===== src/rtl/tron_defs.sv =====
// Shared constants, colour codes and state encoding for the tron display path.
package tron_defs;

    localparam int unsigned NUM_REQ  = 5;
    localparam int unsigned SCREEN_W = 160;
    localparam int unsigned SCREEN_H = 120;
    localparam int unsigned X_MAX    = SCREEN_W - 1;
    localparam int unsigned Y_MAX    = SCREEN_H - 1;

    localparam logic [2:0] C_BG    = 3'b000;
    localparam logic [2:0] C_P1    = 3'b001;
    localparam logic [2:0] C_P2    = 3'b010;
    localparam logic [2:0] C_P3    = 3'b100;
    localparam logic [2:0] C_P4    = 3'b110;
    localparam logic [2:0] C_TIMER = 3'b111;

    localparam logic [2:0] CLEAR_COLOUR = C_BG;

    localparam int unsigned REQ_P1    = 0;
    localparam int unsigned REQ_P2    = 1;
    localparam int unsigned REQ_P3    = 2;
    localparam int unsigned REQ_P4    = 3;
    localparam int unsigned REQ_TIMER = 4;

    typedef enum logic [0:0] {
        ST_ARB   = 1'b0,
        ST_CLEAR = 1'b1
    } state_t;

    // Next index in the circular search order.
    function automatic int unsigned rr_next(input int unsigned idx, input int unsigned n);
        return (idx + 1 >= n) ? 0 : idx + 1;
    endfunction

endpackage


===== src/rtl/plot_scheduler_rr_arbiter.sv =====
// Combinational round-robin arbiter: searches from last+1 upward, wrapping at num_req.
module rr_arbiter
    import tron_defs::*;
#(
    parameter int unsigned NUM_REQ = 5,
    parameter int unsigned IDX_W   = 3
) (
    input  logic [NUM_REQ-1:0] req,
    input  logic [IDX_W-1:0]   last,
    output logic [NUM_REQ-1:0] gnt,
    output logic [IDX_W-1:0]   gnt_idx,
    output logic               gnt_valid
);

    int unsigned cand;

    always_comb begin
        gnt       = '0;
        gnt_idx   = '0;
        gnt_valid = 1'b0;
        cand      = int'(last);
        for (int k = 0; k < NUM_REQ; k++) begin
            cand = rr_next(cand, NUM_REQ);
            if (!gnt_valid && req[cand]) begin
                gnt[cand] = 1'b1;
                gnt_idx   = IDX_W'(cand);
                gnt_valid = 1'b1;
            end
        end
    end

endmodule


===== src/rtl/plot_scheduler.sv =====
// Shares the vga_adapter write port among pixel requesters and runs full-screen clear sweeps.
module plot_scheduler
    import tron_defs::*;
#(
    parameter int unsigned NUM_REQ      = tron_defs::NUM_REQ,
    parameter int unsigned X_MAX        = tron_defs::X_MAX,
    parameter int unsigned Y_MAX        = tron_defs::Y_MAX,
    parameter logic [2:0]  CLEAR_COLOUR = tron_defs::CLEAR_COLOUR
) (
    input  logic                 CLOCK_50,
    input  logic                 resetn,
    input  logic [NUM_REQ-1:0]   req,
    input  logic [NUM_REQ*8-1:0] req_x,
    input  logic [NUM_REQ*7-1:0] req_y,
    input  logic [NUM_REQ*3-1:0] req_colour,
    output logic [NUM_REQ-1:0]   gnt,
    input  logic                 clear_start,
    output logic                 clear_busy,
    output logic                 clear_done,
    output logic [7:0]           x,
    output logic [6:0]           y,
    output logic [2:0]           colour,
    output logic                 plot
);

    localparam int unsigned IDX_W  = (NUM_REQ > 1) ? $clog2(NUM_REQ) : 1;
    localparam logic [7:0]  X_LAST = 8'(X_MAX);
    localparam logic [6:0]  Y_LAST = 7'(Y_MAX);

    state_t             state_q, state_d;
    logic [IDX_W-1:0]   last_q, last_d;
    logic [7:0]         cx_q, cx_d;
    logic [6:0]         cy_q, cy_d;
    logic               sweep_last_q, sweep_last_d;
    logic [7:0]         x_q, x_d;
    logic [6:0]         y_q, y_d;
    logic [2:0]         colour_q, colour_d;
    logic               plot_q, plot_d;
    logic               busy_q, busy_d;
    logic               done_q, done_d;

    logic [NUM_REQ-1:0] arb_gnt;
    logic [IDX_W-1:0]   arb_idx;
    logic               arb_valid;

    rr_arbiter #(
        .NUM_REQ (NUM_REQ),
        .IDX_W   (IDX_W)
    ) u_arb (
        .req       (req),
        .last      (last_q),
        .gnt       (arb_gnt),
        .gnt_idx   (arb_idx),
        .gnt_valid (arb_valid)
    );

    always_comb begin
        state_d      = state_q;
        last_d       = last_q;
        cx_d         = cx_q;
        cy_d         = cy_q;
        sweep_last_d = 1'b0;
        x_d          = x_q;
        y_d          = y_q;
        colour_d     = colour_q;
        plot_d       = 1'b0;
        busy_d       = 1'b0;
        done_d       = 1'b0;
        gnt          = '0;

        unique case (state_q)
            ST_ARB: begin
                gnt = arb_gnt;
                if (arb_valid) begin
                    last_d   = arb_idx;
                    x_d      = req_x[8*int'(arb_idx) +: 8];
                    y_d      = req_y[7*int'(arb_idx) +: 7];
                    colour_d = req_colour[3*int'(arb_idx) +: 3];
                    plot_d   = 1'b1;
                end
                if (clear_start) begin
                    state_d = ST_CLEAR;
                end
            end

            ST_CLEAR: begin
                // One extra cycle after the final pixel is loaded lets it reach the
                // outputs before clear_done and the return to arbitration.
                if (sweep_last_q) begin
                    state_d = ST_ARB;
                    done_d  = 1'b1;
                end else begin
                    x_d      = cx_q;
                    y_d      = cy_q;
                    colour_d = CLEAR_COLOUR;
                    plot_d   = 1'b1;
                    busy_d   = 1'b1;
                    if (cx_q == X_LAST) begin
                        cx_d = '0;
                        if (cy_q == Y_LAST) begin
                            cy_d         = '0;
                            sweep_last_d = 1'b1;
                        end else begin
                            cy_d = cy_q + 7'd1;
                        end
                    end else begin
                        cx_d = cx_q + 8'd1;
                    end
                end
            end

            default: state_d = ST_ARB;
        endcase
    end

    always_ff @(posedge CLOCK_50 or negedge resetn) begin
        if (!resetn) begin
            state_q      <= ST_ARB;
            last_q       <= IDX_W'(NUM_REQ - 1);
            cx_q         <= '0;
            cy_q         <= '0;
            sweep_last_q <= 1'b0;
            x_q          <= '0;
            y_q          <= '0;
            colour_q     <= '0;
            plot_q       <= 1'b0;
            busy_q       <= 1'b0;
            done_q       <= 1'b0;
        end else begin
            state_q      <= state_d;
            last_q       <= last_d;
            cx_q         <= cx_d;
            cy_q         <= cy_d;
            sweep_last_q <= sweep_last_d;
            x_q          <= x_d;
            y_q          <= y_d;
            colour_q     <= colour_d;
            plot_q       <= plot_d;
            busy_q       <= busy_d;
            done_q       <= done_d;
        end
    end

    assign x          = x_q;
    assign y          = y_q;
    assign colour     = colour_q;
    assign plot       = plot_q;
    assign clear_busy = busy_q;
    assign clear_done = done_q;

endmodule


===== config.mk =====
export PLATFORM = sky130hd
export DESIGN_NAME = plot_scheduler
export DESIGN_NICKNAME = d
export VERILOG_FILES = /design/src/rtl/tron_defs.sv /design/src/rtl/plot_scheduler_rr_arbiter.sv /design/src/rtl/plot_scheduler.sv
export SDC_FILE = /design/constraint.sdc
export NUM_CORES = 1
export LEC_CHECK = 0
export CAP_MARGIN = 20
export CORE_ASPECT_RATIO = 0.8
export CORE_MARGIN = 10
export CORE_UTILIZATION = 35
export CTS_CLUSTER_DIAMETER = 50
export DETAILED_ROUTE_END_ITERATION = 12
export GPL_ROUTABILITY_DRIVEN = 1
export PLACE_DENSITY = 0.73
export SYNTH_ARGS = -nofsm -noshare
export SYNTH_HDL_FRONTEND = slang
export SYNTH_HIERARCHICAL = 1
export SYNTH_SLANG_ARGS = --single-unit

===== constraint.sdc =====
create_clock -name CLOCK_50 -period 8.4 [get_ports CLOCK_50]
set_input_delay 2.52 -clock CLOCK_50 [delete_from_list [all_inputs] [get_ports CLOCK_50]]
set_output_delay 2.52 -clock CLOCK_50 [all_outputs]
set_load 0.005 [all_outputs]

==> results.yml, run 1 <==
global_routing:
  antenna_found_initial: 0
  grt_use_total_pct: 18.1
  grt_pass1_vias: 4435
  grt_pass1_wl_um: 24300
  overflow: 0
  grt_max_degree: 42
sta:
  finalSetupTns_ns: 0
  worst_slew_pin_slew_ns: 0.944
  drv_slew: 0
  setup_viol: 0
  skew_ns: 0.00256
  relSlewSlack_pct: 37.0
  min_period_ns: 8.21
  period_share_pct: 97.7
  worst_hold_slack_ns: 0.520
  fmax_mhz: 122
  hold_viol: 0
floorplan:
  die_h_um: 115
  rows: 34
  start_util_pct: 36.1
  fp.dieW_um: 139
  io_pins: 124
  core_area_um2: 11000
  dieArea_um2: 16000
yosys:
  synth-edff-count: 0
  syn_inst: 461
  synth_most_common_cell: "mux2i_1"
  synth_top_area_cell: "dfrtp_1"
  synthTopCellsByArea: "dfrtp_1 25%, mux2i_1 11%, a211oi_1 5.1%, ha_1 4.1%, nor2_1 4.1%"
  synth_nets: 572
  synth.distinct_cells: 76
  async_flop_share_pct: 100
  ys.flop_type: "dfrtp_1"
  synth-seq-area-share_pct: 25.9
  synth_top_area_share_pct: 25.2
  syn_area_per_cell_um2: 8.60
  yosysWarnings: 6
  synthTopCellsByCount: "44 x mux2i_1, 43 x nor2_1, 42 x nand2_1, 40 x dfrtp_1, 27 x a211oi_1"
  syn-cell-area_um2: 3970
  synth-seq-cells: 41
placed_design:
  gp_congestion: 0.952
  dp_hpwl_um: 12100
  port_buffers: 123
  postPlaceCellArea_um2: 5790
  dp_cells: 774
layout:
  syn_to_final_growth_pct: 59.0
  drive_above_1_share_pct: 26.0
  diodes: 0
  n_fill_cell: 958
  nets: 760
  fin_area_um2: 6300
  fin_cells: 794
detailed_routing:
  avgRoutedWirePerCell_um: 19.7
  first_pass_iters: 5
  wirelength_um: 15600
  viasPerCell: 5.64
  drt_iter0_drc: 271
  postRouteAntennaNets: 0
  drc: 0
  vias: 4479
cts:
  cts_made_buffers: 5
  hold_buffers: 0
  clock_path_buffers: 2
  cts_root_buf: "clkbuf_16"
  insertion_delay_ns: 0.29
  cts.sinks: 41
  clkTransAtPathRegs_ns: 0.06
  cts_max_level: 2
  cts_tree: "yes"
worst_setup_path:
  crit_path_frequent_cell: "ha_4"
  arrival_ns: 5.69
  critical_path_class: "flop to output port"
  cp-end-kind: "output port"
  cpMaxStageDelayCell: "dfrtp_2"
  crit_path_max_incr_delay_ns: 0.47
  required_ns: 5.88
  cp_max_fo: 7
  startpoint_type: "flop"
min_path:
  hold_path.class: "flop to flop"
status:
  status: "finished clean"
run:
  drv_cap: 0
stage by stage:
stage	util, %	setup WS, ns
4_1_cts	55.8	0.00537
5_1_grt	57.4	-0.108
6_report	57.4	0.193
3_5_place_dp	52.7	-0.281
2_1_floorplan	-	0.0369
3_3_place_gp	52.7	0.00142
cells in the final DEF (no fill, tap or decap), types with 4 or more instances in the layout:
master / synthesis / routed
a211oi_1: 27 / 26
a21o_1: 5 / 5
a21oi_1: 11 / 11
a31oi_1: 4 / 4
and3_1: 4 / 4
buf_4: 0 / 78
clkbuf_16: 0 / 5
clkdlybuf4s50_1: 0 / 117
dfrtp_1: 40 / 38
ha_4: 0 / 9
inv_1: 21 / 13
inv_2: 0 / 6
mux2_2: 5 / 5
mux2i_1: 44 / 43
mux4_2: 4 / 4
nand2_1: 42 / 40
nand2b_1: 8 / 7
nand3_1: 17 / 16
nand4_1: 11 / 11
nor2_1: 43 / 42
nor2b_1: 11 / 9
nor3_1: 9 / 9
o21ai_0: 16 / 14
o22ai_1: 15 / 15
o2bb2ai_1: 4 / 4
xnor2_1: 7 / 6
final timing paths:
check                           slack [ns]  cells past startpoint      start         to
worst max-delay path                  0.19                     29  last_q[0]     gnt[2]
worst min register to register        0.52                      2  colour[0]  colour[0]
min in group asynchronous             2.35                      1     resetn  colour[2]
max in group asynchronous             5.43                      1     resetn  last_q[0]
worst max register to register        1.32                     33  last_q[0]       x[6]
worst min-delay path                  0.52                      2  colour[0]  colour[0]
critical path: cells and delay by family (launching register included):
| kind | cells | cell delay [ns] |
|---|---|---|
| fa+ha+maj | 4 | 0.67 |
| compound gates | 9 | 2.06 |
| buf+inv | 7 | 0.92 |
| simple gates | 8 | 1.10 |
| xor+xnor | 1 | 0.16 |
| flops | 1 | 0.47 |
layout make-up:
cell class | instances | area, um^2 | area share [%]
multi-input cells | 374 | 2990 | 47.4
clock buffers | 6 | 139 | 2.20
well taps | 144 | 180 | 2.86
clock inverters | 2 | 37.5 | 0.595
flip-flops and latches | 41 | 1030 | 16.3
repair buffers | 204 | 1830 | 29.0
inverters | 23 | 98.8 | 1.57
logic make-up after synthesis:
kind of cell,Yosys count,synth area share [%]
mux,54,15.2
simple gates,171,22.8
xor+xnor,10,2.21
fa+ha+maj,13,4.10
flops,41,25.9
buf+inv,46,5.30
compound gates,126,24.5
repair_timing:
action                                  4_1_cts  5_1_grt
buffers inserted                              8        5
endpoints found under the setup margin        5        5
pin swaps                                    10       17
resized for setup                            36       39
routing by layer:
layer	GRT usage (%)	wire, um	vias to the layer above	part of all wire, %
met2	29.1	7160	216	46
li1	-	-	2106	-
met1	24.4	7050	2139	45
met4	3.61	210	0	1.3
met3	4.33	1200	18	7.7
met5	0	0	-	0
sequential cells by signal (all words and copies together), names as in the netlist:
name and cells:
y 7, colour 3, state_q 1, clear_done 1, cy_q 7, cx_q 8
plot 1, x 8, sweep_last_q 1, clear_busy 1, last_q 3
Power of run 1 is left out: the tool's default activity adds up to more than one toggle a clock period on the data nets, which glitch-free logic cannot reach.
==> run 2: changes to the inputs <==
- ABC_AREA: unset -> 1
- PLACE_DENSITY: 0.73 -> 0.72
==> run 2 against run 1 <==
Net effect: critical path depth grew 11; routed wire length shrank 2.4%; global-route usage shrank 1.8 points.
==> results.yml, run 2 <==
worst_setup_path:
  crit_path_max_incr_delay_ns: 0.44
  cp_max_fo: 7
  required_ns: 5.88
  timing.rr.start: "last_q[0]"
  crit_path_start: "last_q[0]"
  cp-end-kind: "output port"
  cpMaxStageDelayCell: "dfrtp_2"
  critical_path_class: "flop to output port"
  crit_path_frequent_cell: "inv_1"
  arrival_ns: 5.19
  startpoint_type: "flop"
yosys:
  synth_nets: 889
  async_flop_share_pct: 100
  syn-cell-area_um2: 4530
  synth-edff-count: 0
  synthTopCellsByCount: "319 x nand2_1, 132 x inv_1, 91 x nand3_1, 40 x dfrtp_1, 24 x o21ai_0"
  synth_top_area_cell: "nand2_1"
  synth-seq-area-share_pct: 22.7
  synth-seq-cells: 41
  synth.distinct_cells: 37
  syn_inst: 778
  synth_top_area_share_pct: 26.4
  yosysWarnings: 6
  ys.flop_type: "dfrtp_1"
  synth_most_common_cell: "nand2_1"
  synthTopCellsByArea: "nand2_1 26%, dfrtp_1 22%, inv_1 11%, nand3_1 10%, ha_1 3.6%"
  syn_area_per_cell_um2: 5.82
placed_design:
  dp_cells: 1060
  port_buffers: 123
  place_ws_ns: 0.166
  gp_congestion: 0.945
  dp_hpwl_um: 11500
floorplan:
  core_area_um2: 12800
  fp.dieW_um: 147
  dieArea_um2: 17900
  rows: 37
  io_pins: 124
  start_util_pct: 35.4
  die_h_um: 122
global_routing:
  antenna_found_initial: 0
  grt_max_degree: 42
  grt_use_total_pct: 16.3
  grt_pass1_wl_um: 24400
  grt_pass1_vias: 4884
  overflow: 0
sta:
  setup_ws_ns: 0.690
  hold_viol: 0
  fmax_mhz: 130
  skew_ns: 0.00545
  drv_slew: 0
  relSlewSlack_pct: 38.4
  worst_slew_pin_slew_ns: 0.923
  min_period_ns: 7.71
  rsz0062_at_grt: "false"
  period_share_pct: 91.8
  finalSetupTns_ns: 0
  setup_viol: 0
power:
  cellPowerDensity_nw_per_um2: 87.7
  p_leak_nw: 3.41
  max-vdd-ir-drop_mv: 0.0703
layout:
  final_cell_mix: "317 x nand2_1, 131 x inv_1, 117 x clkdlybuf4s50_1"
  diodes: 0
  fin_cells: 1081
  syn_to_final_growth_pct: 38.3
  nets: 1016
  drive_above_1_share_pct: 10.9
  layout_commonest_cell: "nand2_1"
status:
  status: "finished clean"
detailed_routing:
  drc: 0
  vias: 5213
  first_pass_iters: 5
  avgRoutedWirePerCell_um: 14.1
  postRouteAntennaNets: 0
  wirelength_um: 15300
  drt_iter0_drc: 382
  viasPerCell: 4.82
min_path:
  min_from: "y[4]"
  hold_path.class: "flop to flop"
cts:
  cts_root_buf: "clkbuf_16"
  insertion_delay_ns: 0.29
  cts_max_level: 2
  cts.sinks: 41
  cts_made_buffers: 5
  clock_path_buffers: 2
  cts_tree: "yes"
  clkTransAtPathRegs_ns: 0.06
run:
  drv_cap: 0
==> run 2: cell types whose count changed in the layout (fill, tap and decap cells not counted), moves of 9 or more <==
cell      change
nor2b_1       -9
o22ai_1      -15
nor2_1       -19
a211oi_1     -26
nand3_1      +70
inv_1       +118
mux2i_1      -43
nand3_2      +16
o21ai_0      +10
buf_4        -59
nand2_1     +277
==> run 2: timing repair <==
item / 4_1_cts / 5_1_grt
endpoints found under the setup margin: 5 / 5
hold buffers: 0 / 0
resized for setup: 4 / 20
pin swaps: 0 / 5
setup buffers: 0 / 13
==> run 2: logic make-up after synthesis <==
family	after synthesis	share of synthesized area, %
buffers and inverters	173	15.3
flip-flops	41	22.7
AND/OR/NAND/NOR	497	51.4
XOR/XNOR	1	0.193
adder cells (fa/ha/maj)	13	3.59
AO/OA/AOI/OAI	53	6.91
==> run 2: layout make-up <==
type | instances | area [um^2]
inverter | 151 | 577
multi-input combinational | 564 | 2880
fill | 1367 | 6520
clock inverter | 2 | 37.5
clock buffer | 6 | 139
timing repair buffer | 142 | 1380
tap | 175 | 219
sequential | 41 | 1030
==> run 2: worst max-delay path, delay by kind of cell (launching register included) <==
family,cells,cell delay (ns)
flip-flops,1,0.44
AND/OR/NAND/NOR,19,2.25
buffers and inverters,14,1.10
AO/OA/AOI/OAI,2,0.23
adder cells (fa/ha/maj),5,0.88
==> run 2: metrics by stage <==
step	area, um^2	utilization (%)	hold WS [ns]	power, mW
after floorplan	4530	-	0.472	0.258
after global placement	5900	46.2	0.465	0.326
after detailed placement	5900	46.2	0.465	0.326
after CTS	6080	47.6	0.484	0.554
after global routing	6260	49.0	0.503	0.578
final	6260	49.0	0.477	0.549
==> run 2: metal layers <==
layer / track usage [%] / routed length, um / part of all wire [%] / vias to the layer above
li1: - / - / - / 2665
met1: 22.1 / 7080 / 46 / 2355
met2: 25.6 / 6710 / 44 / 181
met3: 4.26 / 1320 / 8.6 / 12
met4: 3.52 / 155 / 1.0 / 0
met5: 0 / 0 / 0 / -
==> run 2: path summary, 6_finish.rpt <==
kind,slack (ns),cells after the start,to
min,0.48,2,y[4]
min reg2reg,0.48,2,y[4]
min in group asynchronous,2.37,1,clear_done
max in group asynchronous,5.39,1,last_q[0]
max,0.69,40,gnt[3]
max reg2reg,2.18,44,x[0]
==> run 2: where the power goes <==
| group | switching [mW] | total, mW | internal (mW) |
|---|---|---|---|
| combinational | 0.0622 | 0.124 | 0.0617 |
| clock | 0.0793 | 0.228 | 0.148 |
| sequential | 0 | 0.198 | 0.198 |
Note: power is estimated with default switching activity, not from simulation.
==> run 3: changes to the inputs <==
- GPL_ROUTABILITY_DRIVEN: 1 -> 0
- PLACE_DENSITY: 0.72 -> 0.69
- clock period: 8.4 -> 10 ns (I/O delays scaled with it)
==> run 3 against run 2 <==
Net effect: critical path depth up 1; sequential power down 16%; total power down 20%; non-clock buffer count down 15; die area unchanged; routed wire length down 2.9%; clock power down 27%; highest routed layer unchanged.
==> results.yml, run 3 (synthesized netlist as in run 2, its figures left out) <==
status:
  status: "finished clean"
floorplan:
  fp.dieW_um: 147
  io_pins: 124
  core_area_um2: 12800
  rows: 37
  dieArea_um2: 17900
  start_util_pct: 35.4
  die_h_um: 122
cts:
  clkTransAtPathRegs_ns: 0.06
  cts_tree: "yes"
  cts_setup_buffers: 0
  cts_root_buf: "clkbuf_16"
  ctsResizeCount: 0
  hold_buffers: 0
  insertion_delay_ns: 0.29
  cts_made_buffers: 5
  cts_max_level: 2
  cts.sinks: 41
  clock_path_buffers: 2
min_path:
  hold_end: "x[7]"
  whs_path_depth: 2
  min_from: "x[7]"
  hold_path.class: "flop to flop"
placed_design:
  dp_hpwl_um: 11600
  dp_cells: 1058
  port_buffers: 123
layout:
  final_cell_mix: "319 x nand2_1, 132 x inv_1, 122 x clkdlybuf4s50_1"
  finish.utilization_pct: 47.2
  nets: 1001
  layout_commonest_cell: "nand2_1"
  fin_cells: 1066
  syn_to_final_growth_pct: 33.2
  diodes: 0
  drive_above_1_share_pct: 7.86
sta:
  drv_slew: 0
  setup_viol: 0
  min_period_ns: 9.23
  rsz0062_at_grt: "false"
  finalSetupTns_ns: 0
  skew_ns: 0.00610
  relSlewSlack_pct: 39.6
  worst_slew_pin_slew_ns: 0.906
  worst_hold_slack_ns: 0.486
  hold_viol: 0
  fmax_mhz: 108
  period_share_pct: 92.3
detailed_routing:
  vias: 5014
  drc: 0
  wirelength_um: 14800
  avgRoutedWirePerCell_um: 13.9
  postRouteAntennaNets: 0
  viasPerCell: 4.70
  drt_iter0_drc: 258
  first_pass_iters: 4
power:
  cellPowerDensity_nw_per_um2: 72.4
  p_leak_nw: 3.22
  max-vdd-ir-drop_mv: 0.0557
run:
  drv_cap: 0
worst_setup_path:
  path_delay_family: "simple AND/OR/NAND/NOR gates"
  critical_path_class: "flop to output port"
  crit_buf_inv: 14
  startpoint_type: "flop"
  r2r_end: "x[0]"
  timing.rr.start: "last_q[0]"
  cp-end-kind: "output port"
  rr_worst_depth: 46
  cp_max_fo: 11
  arrival_ns: 6.23
  crit_path_max_incr_delay_ns: 0.51
  r2r_slack_ns: 2.79
  required_ns: 7.00
  cpMaxStageDelayCell: "clkdlybuf4s50_1"
global_routing:
  grt_pass1_wl_um: 24700
  overflow: 0
  antenna_found_initial: 0
  grt_max_degree: 42
  grt_use_total_pct: 16.3
  grt_pass1_vias: 4789
==> run 3: worst max-delay path by stage <==
stage	from	end	cells after the start
after CTS	last_q[0]	gnt[4]	41
final	last_q[0]	gnt[4]	41
after floorplan	last_q[0]	gnt[4]	40
after global placement	last_q[0]	gnt[4]	37
after global routing	last_q[0]	gnt[2]	41
after detailed placement	last_q[0]	gnt[4]	41
==> run 3: tightest hold or removal path: stages, from the launching register on <==
cell,delay [ns]
dfrtp_1,0.35
nand2_1,0.05
nand2_1,0.05
==> run 3: metrics by stage <==
step	power, mW	area [um^2]	setup WS [ns]
final	0.437	6030	0.767
after global routing	0.460	6030	0.0908
after CTS	0.439	6030	0.795
after detailed placement	0.274	5880	1.10
after global placement	0.274	5880	1.30
after floorplan	0.217	4530	2.16
==> run 3: layout make-up <==
cell class,instances,area (um^2)
tap,175,219
inverter,151,569
clock buffer,7,143
clock inverter,1,7.51
multi-input combinational,564,2810
sequential,41,1030
fill,1373,6750
timing repair buffer,127,1260
==> run 3: power breakdown <==
part           internal [mW]  switching [mW]
registers              0.166               0
clock network         0.0995          0.0668
logic                 0.0518          0.0529
==> run 3: layer usage <==
metal / share of wire (%) / vias to the layer above / global-route usage [%]
met5: 0 / - / 0
met4: 1.3 / 0 / 3.28
met3: 6.6 / 12 / 3.30
met2: 43 / 152 / 25.4
met1: 49 / 2221 / 23.0
li1: - / 2629 / -
